File: config.mk
export PLATFORM = sky130hd
export DESIGN_NAME = mem_lsu
export DESIGN_NICKNAME = d
export VERILOG_FILES = /design/src/rtl/mem_lsu.sv
export SDC_FILE = /design/constraint.sdc
export NUM_CORES = 1
export LEC_CHECK = 0
export CAP_MARGIN = 20
export CELL_PAD_IN_SITES_DETAIL_PLACEMENT = 1
export CELL_PAD_IN_SITES_GLOBAL_PLACEMENT = 2
export CORE_MARGIN = 8
export CORE_UTILIZATION = 40
export CTS_CLUSTER_SIZE = 24
export DETAILED_ROUTE_END_ITERATION = 8
export DONT_BUFFER_PORTS = 1
export GPL_TIMING_DRIVEN = 0
export HOLD_SLACK_MARGIN = 0.08
export PLACE_DENSITY = 0.86
export SLEW_MARGIN = 20
export SYNTH_ARGS = -nofsm -noshare
export SYNTH_HDL_FRONTEND = slang
export SYNTH_SLANG_ARGS = --single-unit
File: constraint.sdc
create_clock -name clk -period 5.3 [get_ports clk]
set_clock_uncertainty 0.1 [all_clocks]
set_input_delay 0.795 -clock clk [delete_from_list [all_inputs] [get_ports clk]]
set_output_delay 0.795 -clock clk [all_outputs]
set_load 0.005 [all_outputs]
File: src/rtl/mem_lsu.sv
// mem_lsu: load/store unit for the MEM stage.
// Issues one data-memory request per load/store, stalls the pipeline until the
// memory completes, formats load results and lane-aligns store data/strobes.
//
// Ports:
//   clk, rst_n        clock, asynchronous active-low reset
//   M_ALUResult       effective byte address
//   M_WriteData       store data, right-aligned
//   M_MemRead/Write   load / store request (store wins when both set)
//   M_Funct3          access size/sign (B, H, W, BU, HU; 011/110/111 act as W)
//   M_ReadData        formatted load result (valid in DONE, else 0)
//   M_Stall           combinational pipeline hold
//   M_MisalignErr     misaligned-access flag (0 unless trap build)
//   dmem_*            registered memory request bus; dmem_ready/dmem_rdata return
//
// Build option: define MEM_LSU_MISALIGN_TRAP_EN to flag misaligned H/W accesses
// instead of truncating them to natural alignment.
module mem_lsu #(
  parameter int unsigned DATA_WIDTH = 32,
  parameter int unsigned ADDR_WIDTH = 32
) (
  input  logic                  clk,
  input  logic                  rst_n,
  input  logic [ADDR_WIDTH-1:0] M_ALUResult,
  input  logic [DATA_WIDTH-1:0] M_WriteData,
  input  logic                  M_MemRead,
  input  logic                  M_MemWrite,
  input  logic [2:0]            M_Funct3,
  output logic [DATA_WIDTH-1:0] M_ReadData,
  output logic                  M_Stall,
  output logic                  M_MisalignErr,
  output logic                  dmem_req,
  output logic                  dmem_we,
  output logic [ADDR_WIDTH-1:0] dmem_addr,
  output logic [DATA_WIDTH-1:0] dmem_wdata,
  output logic [3:0]            dmem_wstrb,
  input  logic                  dmem_ready,
  input  logic [DATA_WIDTH-1:0] dmem_rdata
);

  localparam int unsigned STRB_W = DATA_WIDTH / 8;

  typedef enum logic [1:0] {
    IDLE = 2'd0,
    REQ  = 2'd1,
    DONE = 2'd2
  } state_t;

  typedef struct packed {
    logic [ADDR_WIDTH-1:0] addr;
    logic                  we;
    logic [DATA_WIDTH-1:0] wdata;
    logic [STRB_W-1:0]     wstrb;
  } dmem_cmd_t;

  state_t                state, state_nxt;
  dmem_cmd_t             cmd, cmd_nxt;
  logic                  req, req_nxt;
  logic [DATA_WIDTH-1:0] cap, cap_nxt;

  logic [1:0]            lane;
  logic                  is_byte, is_half, is_unsigned, is_store;
  logic                  mem_op, access;
  logic [DATA_WIDTH-1:0] st_wdata, ld_data;
  logic [STRB_W-1:0]     st_wstrb;
  logic [7:0]            ld_byte;
  logic [15:0]           ld_half;

  // Access decode; any funct3 that is not B/H/BU/HU behaves as a word
  assign lane        = M_ALUResult[1:0];
  assign is_byte     = (M_Funct3[1:0] == 2'b00);
  assign is_half     = (M_Funct3[1:0] == 2'b01);
  assign is_unsigned = M_Funct3[2];
  assign is_store    = M_MemWrite;
  assign mem_op      = M_MemRead | M_MemWrite;

`ifdef MEM_LSU_MISALIGN_TRAP_EN
  logic misaligned;
  assign misaligned    = (is_half & lane[0]) | (~is_byte & ~is_half & (lane != 2'b00));
  assign access        = mem_op & ~misaligned;
  // Gated by rst_n so the flag is forced low while reset is asserted
  assign M_MisalignErr = rst_n & mem_op & misaligned;
`else
  assign access        = mem_op;
  assign M_MisalignErr = 1'b0;
`endif

  assign M_Stall = access & (state != DONE);

  // Store lane replication and strobes; H uses addr[1] only, W ignores lane
  always_comb begin
    st_wdata = M_WriteData;
    st_wstrb = '1;
    if (is_byte) begin
      st_wdata = DATA_WIDTH'({4{M_WriteData[7:0]}});
      st_wstrb = STRB_W'(4'b0001) << lane;
    end else if (is_half) begin
      st_wdata = DATA_WIDTH'({2{M_WriteData[15:0]}});
      st_wstrb = lane[1] ? STRB_W'(4'b1100) : STRB_W'(4'b0011);
    end
  end

  // Load lane select and extension from the captured word
  always_comb begin
    ld_byte = cap[{lane, 3'b000} +: 8];
    ld_half = cap[{lane[1], 4'b0000} +: 16];
    ld_data = cap;
    if (is_byte) begin
      ld_data = is_unsigned ? DATA_WIDTH'({24'd0, ld_byte})
                            : DATA_WIDTH'({{24{ld_byte[7]}}, ld_byte});
    end else if (is_half) begin
      ld_data = is_unsigned ? DATA_WIDTH'({16'd0, ld_half})
                            : DATA_WIDTH'({{16{ld_half[15]}}, ld_half});
    end
  end

  assign M_ReadData = (state == DONE && access && !is_store) ? ld_data : '0;

  // State and request bus registers
  always_ff @(posedge clk or negedge rst_n) begin
    if (!rst_n) begin
      state <= IDLE;
      cmd   <= '0;
      req   <= 1'b0;
      cap   <= '0;
    end else begin
      state <= state_nxt;
      cmd   <= cmd_nxt;
      req   <= req_nxt;
      cap   <= cap_nxt;
    end
  end

  // Next-state and request bus updates
  always_comb begin
    state_nxt = state;
    cmd_nxt   = cmd;
    req_nxt   = req;
    cap_nxt   = cap;
    case (state)
      IDLE: begin
        if (access) begin
          req_nxt       = 1'b1;
          cmd_nxt.addr  = {M_ALUResult[ADDR_WIDTH-1:2], 2'b00};
          cmd_nxt.we    = is_store;
          cmd_nxt.wdata = is_store ? st_wdata : '0;
          cmd_nxt.wstrb = is_store ? st_wstrb : '0;
          state_nxt     = REQ;
        end
      end
      REQ: begin
        if (dmem_ready) begin
          cap_nxt   = dmem_rdata;
          req_nxt   = 1'b0;
          state_nxt = DONE;
        end
      end
      DONE:    state_nxt = IDLE;
      default: state_nxt = IDLE;
    endcase
  end

  assign dmem_req   = req;
  assign dmem_we    = cmd.we;
  assign dmem_addr  = cmd.addr;
  assign dmem_wdata = cmd.wdata;
  assign dmem_wstrb = cmd.wstrb;

endmodule

# Word-level counts from Yosys, hierarchy flattened
# Cells that the tools add are included.
[classes]
n_eq_ne = 6
shifts = 3
muxes = 18
n_bitwise = 2
n_reduce_logical = 10
[op_table]
columns = ["op", "count"]
rows = [
  ["$mux 32", 8],
  ["$shiftx 32x6->16", 1],
  ["$shiftx 32x6->8", 1],
  ["$mux 4", 4],
  ["$ne 2x2->1 const B", 3],
  ["$reduce_and 2->1", 3],
  ["$eq 2x1->1 const B", 2],
  ["$logic_not 2->1", 2],
  ["$mux 2", 2],
  ["$pmux 2 s2", 1],
  ["$shl 1x2->4 const A", 1],
  ["$reduce_and 3->1", 1],
  ["$eq 2x2->1 const B", 1],
  ["$logic_and 1x1->1", 2],
  ["$mux 1", 2],
  ["$pmux 1 s2", 1],
  ["$reduce_bool 2->1", 1],
  ["$and 1x1->1", 1],
  ["$logic_not 1->1", 1],
  ["$or 1x1->1", 1],
]
[word_totals]
register_bits = 102
input_bits = 104
out_inout_bits = 104

# Longest topological paths before layout
# Gate-level depths: netlist of run 1.
[logic_depth]
ltp_word = 5
ltp_mapped = 6

# Worst setup path before layout of run 1
# No wires, ideal clock.
[synth_timing]
path_kind = "input -> output"
startpoint = "in M_ALUResult[1]"
endpoint = "out M_ReadData[21]"
arrival_ps = 2071
t_required_ps = 4405
path_slack_ps = 2334
stages = 6
n_path_buf = 2
cell_sequence = "buf_6 > mux2_4 > and3b_4 > o41ai_4 > buf_6 > a21oi_1"
[synth_between]
elab_chain_len = 5
word_cells_on_any_way = 7
[synth_lines]
columns = ["element", "line_no", "rtl"]
rows = [
  ["start: declaration", "24", "input logic [ADDR_WIDTH-1:0] M_ALUResult,"],
  ["$shiftx 32x6->16", "106", "ld_half = cap[{lane[1], 4'b0000} +: 16];"],
  ["$mux 32", "112", "ld_data = is_unsigned ? DATA_WIDTH'({16'd0, ld_half})"],
  ["$mux 32", "111", "end else if (is_half) begin"],
  ["$mux 32 (*)", "108", "if (is_byte) begin"],
  ["$mux 32 (*)", "117", "assign M_ReadData = (state == DONE && access && !is_store) ? ld_data : '0;"],
  ["end: declaration", "29", "output logic [DATA_WIDTH-1:0] M_ReadData,"],
]
# Mark *: on every way between the ends. The rest lies on a longest branch, timed or not.

# Worst setup path after layout of run 1
[layout_timing]
startpoint = "in M_Funct3[0]"
endpoint = "out M_ReadData[8]"
[layout_between]
elab_chain_len = 4
word_cells_on_any_way = 5
[layout_lines]
columns = ["element", "line_no", "rtl"]
rows = [
  ["start: declaration", "28", "input logic [2:0] M_Funct3,"],
  ["$eq 2x1->1", "72", "assign is_half = (M_Funct3[1:0] == 2'b01);"],
  ["$mux 32", "111", ""],
  ["$mux 32 (*)", "108", ""],
  ["$mux 32 (*)", "117", ""],
]
# Marked as above.

==> results of run 1 <==
state kept, by name (all words and copies together) (netlist names):
name,cells
cap,32
dmem_wdata,32
dmem_addr,30
dmem_wstrb,4
state,2
dmem_req,1
dmem_we,1
per-layer routing:
layer,wire (µm),vias up,global-route usage (%)
met2,8536,162,35.66
met3,1499,15,7.072
met4,227,0,6.858
met1,6324,1936,22.82
li1,-,1743,-
met5,0,-,0
where the power goes:
group          leakage, nW  switching [mW]  internal, mW
sequential            1.25           0.360          1.16
clock                0.143           0.297         0.359
combinational         1.04           0.478         0.384
total                 2.43            1.14          1.90
metrics by stage:
stage	setup slack (ps)	area, µm²
after floorplan	2334	4961
after global placement	1962	5171
after detailed placement	1959	5171
after CTS	1950	5493
after global routing	1827	5493
final	1935	5493
layout make-up:
| cell class | instances | area [µm²] | share of cell area, % |
|---|---|---|---|
| plain buffers | 40 | 183.9 | 3.349 |
| clock buffers | 12 | 266.5 | 4.852 |
| flip-flops and latches | 102 | 2552 | 46.47 |
| multi-input cells | 340 | 2153 | 39.20 |
| inverters | 19 | 71.32 | 1.298 |
| clock inverters | 3 | 27.53 | 0.5011 |
| repair buffers | 1 | 27.53 | 0.5011 |
| well taps | 168 | 210.2 | 3.827 |
Yosys cell counts (2+ instances only):
cell type and count:
buf_4 3, buf_2 6, clkbuf_1 27, dfrtp_1 102, a22oi_1 2, o21ai_1 2
buf_1 2, and3b_1 2, a31oi_1 7, a22o_1 17, nor3_1 7, buf_6 2
a21oi_1 30, mux2_2 30, inv_1 18, o22ai_1 7, a2111oi_0 6, nand2_1 110
o21ai_0 45, mux4_2 6, nand3b_1 2, nor2b_1 9, mux2i_1 26, nand2b_1 3
nor2_1 16
logic make-up after synthesis:
group | synth area share, %
simple gates | 13.31
compound gates | 14.83
flops | 51.53
mux | 15.10
buf+inv | 5.153
other cells | 0.07570
worst min path at each step:
stage	start	endpoint	slack, ps
global placement	cap[6]	cap[6]	390
global route	rst_n	dmem_addr[3]	300
detailed placement	rst_n	dmem_addr[7]	400
CTS	rst_n	dmem_addr[3]	300
floorplan	cap[6]	cap[6]	360
finish	rst_n	dmem_addr[3]	270
==> out/results.tsv, run 1 <==
metric	value	unit
status	completed	
antenna_found_initial	0	
synth-main-ff-cell	dfrtp_1	
first_pass_iters	6	
cp.depth	4	
path_class	in2out	
power.density	552.5	nW/µm²
fmax	0.2971	GHz
cp-start-kind	input port	
final_common_cell	nand2_1	
worstPathCellList	clkbuf_1 > nor2_2 > o21ai_1 > a31oi_1	
synth_cell_types	37	
fp-row-count	40	
cp-endpoint	M_ReadData[8]	
cts_root_buffer	clkbuf_16	
reg2regPathDepth	5	
pin_count	208	
post_cts_resized	0	
htree_levels	3	
drt-total-wl	16590	µm
grt_overflow	0	
reg2reg_to	state[0]	
slew_headroom	36.35	%
finalSetupViolCount	0	
critPathLaunch	M_Funct3[0]	
die_h	127.3	µm
yosys_warnings	0	
critPathTopFamily	compound AO/OA/AOI/OAI gates	
die_w	127.3	µm
rsz0062_at_grt	false	
placed_cells	669	
antenna_cells	0	
drive_gt1_share	12.96	%
max_cap_violations	0	
synth_edf_count	0	
drc	0	
fillCellCount	1389	
cp.required	4410	ps
clock_latency	350	ps
final_cell_mix	110 x nand2_1, 102 x dfrtp_1, 45 x o21ai_0, 30 x a21oi_1, 30 x mux2_2	
finalHoldViolations	0	
syn_area	4954	µm²
placeableCoreArea	12060	µm²
cts.clk_slew.worst_paths	70	ps
final_util	45.54	%
cts_setup_buffers	0	
ir_worst_vdd	226.3	µV
p_leak	2.431	nW
final_cells	685	
nNetsFinal	617	
portBuffers	0	
yosys.area.top_type_share	51.53	%
min_path_type	in2async	
r2r-start	state[0]	
critical_path.max_stage_delay	610	ps
synthToLayoutAreaGrowth	10.89	%
num_vias	3856	
wl_per_cell	24.22	µm
period_share	63.50	%
grt_usage	20.45	%
fin_crit	3365	ps
synth_area_leader_cell	dfrtp_1	
drv_slew	0	
yosysSeqAreaShare	51.53	%
cp_num_buf_inv	1	
cts.sinks	102	
clockBufferDepth	2	
dp.final_hpwl	12840	µm
first_global_vias	4295	
cpMaxStageDelayCell	nor2_2	
synthCells	499	
cts_made_buffers	9	
grt_pass1_wl	25540	µm
vias_per_cell	5.629	
setup.worst_path.end_class	primary output	
worstPathMaxFanout	10	
ys_top_cells_by_area	dfrtp_1 52%, nand2_1 8.3%, mux2_2 6.8%, mux2i_1 5.3%, o21ai_0 4.5%	
ys_ff_latch	102	
tightestPinTransition	930.7	ps
finalPower	3.035	mW
arrival	2470	ps
holdWs	269.2	ps
gp_congestion	0.8758	
start_util	41.07	%
antenna_left	0	
r2r_slack	3180	ps
tns	0	ps
holdBufCountCts	1	
grt_start_max_net_pins	103	
ys_async_sr_fraction	100.0	%
cts_tree	done	
drt_iter0_markers	263	
syn_area_per_cell	9.927	µm²
dieArea	16200	µm²
No activity file was read; power rests on OpenSTA's default activity.
==> inputs of run 2 (changes only) <==
- CORE_UTILIZATION: 40 -> 37
- PLACE_DENSITY: 0.86 -> 0.8
- clock period: 5.3 -> 3.2 ns (I/O delays scaled with it)
==> run 2 against run 1 <==
Non-clock buffer count grew 1. Sequential power grew 64%. Combinational power grew 66%. Register-to-register slack lost 2100 ps. Final cell count grew 1.5%. Sequential cell count is the same.
==> out/results.tsv, run 2 (synthesized netlist as in run 1, its figures left out) <==
metric	value	unit	change
grt_pass1_wl	25850	µm	+1.2%
die_h	131.7	µm	+3.5%
status	completed		
drt_iter0_markers	257		-2.3%
arrival	2310	ps	-160 ps
final_cells	695		+1.5%
drt-total-wl	16720	µm	+0.79%
drc	0		unchanged
grt_usage	19.23	%	-1.2 points
placeableCoreArea	13140	µm²	+8.9%
intPower	3.189	mW	+68%
fillCellCount	1494		+7.6%
setup.worst_path.end_class	primary output		
portBuffers	0		unchanged
cts_setup_buffers	0		unchanged
grt_start_max_net_pins	103		unchanged
critical_path.max_stage_delay	660	ps	+50 ps
htree_levels	3		unchanged
final_common_cell	nand2_1		
max_cap_violations	0		unchanged
dp.final_hpwl	12990	µm	+1.2%
hold_end	state[0]		
antenna_cells	0		unchanged
worstPathMaxFanout	10		unchanged
cp-start-kind	register		
antenna_left	0		unchanged
slew_headroom	38.65	%	+2.3 points
critPathTopFamily	compound AO/OA/AOI/OAI gates		
r2r-start	state[0]		
cts_root_buffer	clkbuf_16		
min_path_type	in2reg		
reg2reg_to	state[0]		
clock_latency	350	ps	about the same
fp-row-count	42		+5.0%
placed_cells	677		+1.2%
power.density	918.2	nW/µm²	+66%
path_class	reg2out		
seq_power_share	49.3	%	-0.7 points
vias_per_cell	5.578		-0.90%
pin_count	208		unchanged
cts.clk_slew.worst_paths	70	ps	about the same
p_sw	1.886	mW	+66%
first_global_vias	4294		-0.023%
cts_tree	done		
cts.sinks	102		unchanged
clkPwrFrac	22.5	%	+0.9 points
clockBufferDepth	2		unchanged
reg2regPathDepth	5		unchanged
first_pass_iters	4		-2
cp.required	2620	ps	-1790 ps
finalHoldViolations	0		unchanged
period_share	90.16	%	
ir_worst_vdd	254.5	µV	+12%
drv_slew	0		unchanged
cpMaxStageDelayCell	a2111oi_1		
start_util	37.70	%	-3.4 points
cp_num_buf_inv	1		unchanged
cts_made_buffers	9		unchanged
num_vias	3877		+0.54%
tightestPinTransition	897.1	ps	-33.63 ps
antenna_found_initial	0		unchanged
dieArea	17350	µm²	+7.1%
nNetsFinal	618		+0.16%
tns	0	ps	unchanged
r2r_slack	1040	ps	-2140 ps
grt_overflow	0		unchanged
fin_crit	2885	ps	
wl_per_cell	24.06	µm	-0.66%
synthToLayoutAreaGrowth	11.57	%	
holdPathStages	1		
fmax	0.3466	GHz	
switching_share	37.16	%	-0.27 points
die_w	131.7	µm	+3.5%
p_leak	2.445	nW	+0.57%
rsz0062_at_grt	false		
worstPathCellList	nor2b_1 > nand3b_1 > clkbuf_1 > a2111oi_1		
hold_path_startpoint	dmem_ready		
drive_gt1_share	12.91	%	-0.050 points
finalSetupViolCount	0		unchanged
combPwrFrac	28.2	%	-0.2 points
final_cell_mix	110 x nand2_1, 102 x dfrtp_1, 45 x o21ai_0, 30 x a21oi_1, 30 x mux2_2		
gp_congestion	0.8267		-5.6%
## run 2: timing repair
action                                 CTS  global route
setup endpoints to repair                0             1
hold buffers                             2             0
endpoints found under the hold margin  102             0
gates resized for setup                  0             1
## run 2: how the worst max path moves through the flow
stage	from	end	slack [ps]	cells after the start
final	state[0]	M_ReadData[5]	310	4
after global routing	state[0]	M_ReadData[5]	80	4
after CTS	state[0]	M_ReadData[5]	140	4
after detailed placement	M_Funct3[0]	M_ReadData[14]	450	4
after global placement	M_Funct3[0]	M_ReadData[14]	450	4
after floorplan	M_ALUResult[1]	M_ReadData[21]	860	6
## run 2: final cells by class
type                            instances  area, µm²  area share, %
Clock inverter                          5      63.81          1.155
Inverter                               19      71.32          1.290
Sequential cell                       102       2552          46.19
Clock buffer                           11      242.7          4.392
Buffer                                 40      183.9          3.328
Timing Repair Buffer                    2      37.54         0.6792
Multi-Input combinational cell        340       2155          38.99
Tap cell                              176      220.2          3.985
## run 2: through the flow
step	area (µm²)	utilization, %	hold slack [ps]	power (mW)	setup slack [ps]
floorplan	4961	-	84.41	3.385	864.2
global placement	5181	39.44	87.45	3.844	452.3
detailed placement	5181	39.44	87.38	3.958	445.3
CTS	5525	42.06	115.0	5.147	136.6
global route	5527	42.07	127.3	5.415	83.05
finish	5527	42.07	126.5	5.075	315.0
## run 2: power groups by stage
stage	clock (mW)	combinational [mW]	sequential [mW]
2_1_floorplan	0	1.10	2.29
3_3_place_gp	0	1.33	2.51
3_5_place_dp	0	1.41	2.55
4_1_cts	1.17	1.45	2.52
5_1_grt	1.21	1.62	2.59
6_report	1.14	1.43	2.50
## run 2: routing by layer
metal  part of all wire, %  vias up  GRT usage [%]  routed length (µm)
met2                    50      154          32.63                8417
met4                   1.9        0          7.849                 311
met3                   9.6       21          7.470                1601
met5                     0        -              0                   0
li1                      -     1746              -                   -
met1                    38     1956          21.18                6389
==> inputs of run 3 (changes only) <==
- CAP_MARGIN: 20 -> 30
==> run 3 against run 2 <==
Hold slack better by 2.8 ps. Combinational power about the same. Setup slack lost 2.3 ps. First-iteration DRC count is 11% lower. Non-clock buffer count grew 1. Die area unchanged. Sequential share of layout area down 0.094 points. Design area is 0.20% higher. Sequential power hardly changed. Critical path type unchanged. Critical endpoint unchanged. Highest routed layer unchanged.
==> out/results.tsv, run 3 (synthesized netlist as in run 1, its figures left out) <==
metric	value	unit	change
reg2regPathDepth	5		unchanged
met3_length	1478	µm	-7.7%
critPathLaunch	state[0]		
cts_root_buffer	clkbuf_16		
clkPwrFrac	22.5	%	about the same
seq_power_share	49.3	%	about the same
critPathTopFamily	buffers and inverters		
final_cell_mix	110 x nand2_1, 102 x dfrtp_1, 45 x o21ai_0, 30 x a21oi_1, 30 x mux2_2		
p_leak	2.467	nW	+0.90%
fin_crit	2887	ps	+2.323 ps
portBuffers	0		unchanged
r2r-start	state[0]		
combPwrFrac	28.2	%	about the same
min_path_type	in2reg		
power.density	916.7	nW/µm²	-0.17%
die_w	131.7	µm	unchanged
finalSetupViolCount	0		unchanged
nNetsFinal	619		+0.16%
drive_gt1_share	12.88	%	-0.025 points
holdPathStages	1		unchanged
placeableCoreArea	13140	µm²	unchanged
route.met2.wl	8424	µm	about the same
cts.clk_slew.worst_paths	70	ps	about the same
final_util	42.15	%	+0.086 points
cts_tree	done		
die_h	131.7	µm	unchanged
path_class	reg2out		
p_sw	1.887	mW	about the same
clockBufferDepth	2		unchanged
fmax	0.3463	GHz	about the same
rsz0062_at_grt	false		
htree_levels	3		unchanged
holdWs	129.3	ps	+2.758 ps
fin_area	5538	µm²	+0.20%
placed_cells	677		unchanged
slew_headroom	40.52	%	+1.9 points
fp-row-count	42		unchanged
reg2reg_to	state[0]		
setup.worst_path.end_class	primary output		
grt_pass1_wl	25850	µm	unchanged
cp.required	2620	ps	about the same
antenna_found_initial	0		unchanged
drc	0		unchanged
antenna_left	0		unchanged
gp_congestion	0.8267		unchanged
drt-total-wl	16740	µm	+0.15%
start_util	37.70	%	unchanged
finalHoldViolations	0		unchanged
wl_per_cell	24.06	µm	about the same
max_cap_violations	0		unchanged
cp_num_buf_inv	2		+1
cts_made_buffers	9		unchanged
grt_overflow	0		unchanged
vias_per_cell	5.557		-0.38%
worstPathCellList	nor2b_1 > nand3b_1 > clkbuf_1 > a2111oi_0 > dlymetal6s2s_1		
drt_iter0_markers	230		-11%
num_vias	3868		-0.23%
intPower	3.189	mW	about the same
routed.top_layer	met4		
cts.sinks	102		unchanged
worstPathMaxFanout	10		unchanged
antenna_cells	0		unchanged
hold_path_startpoint	dmem_ready		
arrival	2310	ps	about the same
r2r_slack	1050	ps	about the same
met1Wirelength	6532	µm	+2.2%
post_cts_resized	0		unchanged
final_cells	696		+0.14%
hold_end	state[0]		
cp.depth	5		+1
pin_count	208		unchanged
ir_worst_vdd	254.9	µV	+0.17%
drv_slew	0		unchanged
cp-start-kind	register		
switching_share	37.17	%	about the same
period_share	90.23	%	about the same
first_global_vias	4294		unchanged
grt_usage	19.23	%	unchanged
synthToLayoutAreaGrowth	11.80	%	
critical_path.max_stage_delay	430	ps	-230 ps
grt_start_max_net_pins	103		unchanged
dieArea	17350	µm²	unchanged
clock_latency	350	ps	about the same
cpMaxStageDelayCell	a2111oi_0		
tns	0	ps	unchanged
dp.final_hpwl	12990	µm	unchanged
first_pass_iters	4		unchanged
final_common_cell	nand2_1		
status	completed		
tightestPinTransition	869.7	ps	-27.39 ps
place_area	5181	µm²	unchanged
[run 3: worst max-delay path by stage]
stage                                end
after detailed placement  M_ReadData[14]
final                      M_ReadData[5]
after global routing       M_ReadData[5]
after CTS                  M_ReadData[5]
after floorplan           M_ReadData[21]
after global placement    M_ReadData[14]
[run 3: stage by stage]
stage / power, mW / worst slack, ps
after floorplan: 3.385 / 864.2
after global placement: 3.844 / 452.3
final: 5.076 / 312.7
after global routing: 5.416 / 225.4
after CTS: 5.147 / 136.6
after detailed placement: 3.958 / 445.3
[run 3: per-layer routing]
layer,up-vias,global-route usage (%)
li1,1749,-
met1,1947,21.18
met2,152,32.63
met3,20,7.470
met4,0,7.849
met5,-,0
[run 3: power groups by stage]
stage | registers (mW) | logic (mW) | clock network, mW
2_1_floorplan | 2.29 | 1.10 | 0
3_3_place_gp | 2.51 | 1.33 | 0
3_5_place_dp | 2.55 | 1.41 | 0
4_1_cts | 2.52 | 1.45 | 1.17
5_1_grt | 2.59 | 1.62 | 1.21
6_report | 2.50 | 1.43 | 1.14
[run 3: area by class of cell]
class                           count  area (µm²)
Fill cell                        1495        7600
Timing Repair Buffer                3       50.05
Sequential cell                   102        2552
Clock buffer                       11       242.7
Multi-Input combinational cell    340        2153
Clock inverter                      5       63.81
Buffer                             40       183.9
Inverter                           19       71.32
Tap cell                          176       220.2
[run 3: what timing repair did]
action                                 4_1_cts  5_1_grt
hold buffers                                 2        0
buffers inserted                             0        0
endpoints found under the hold margin      102        0
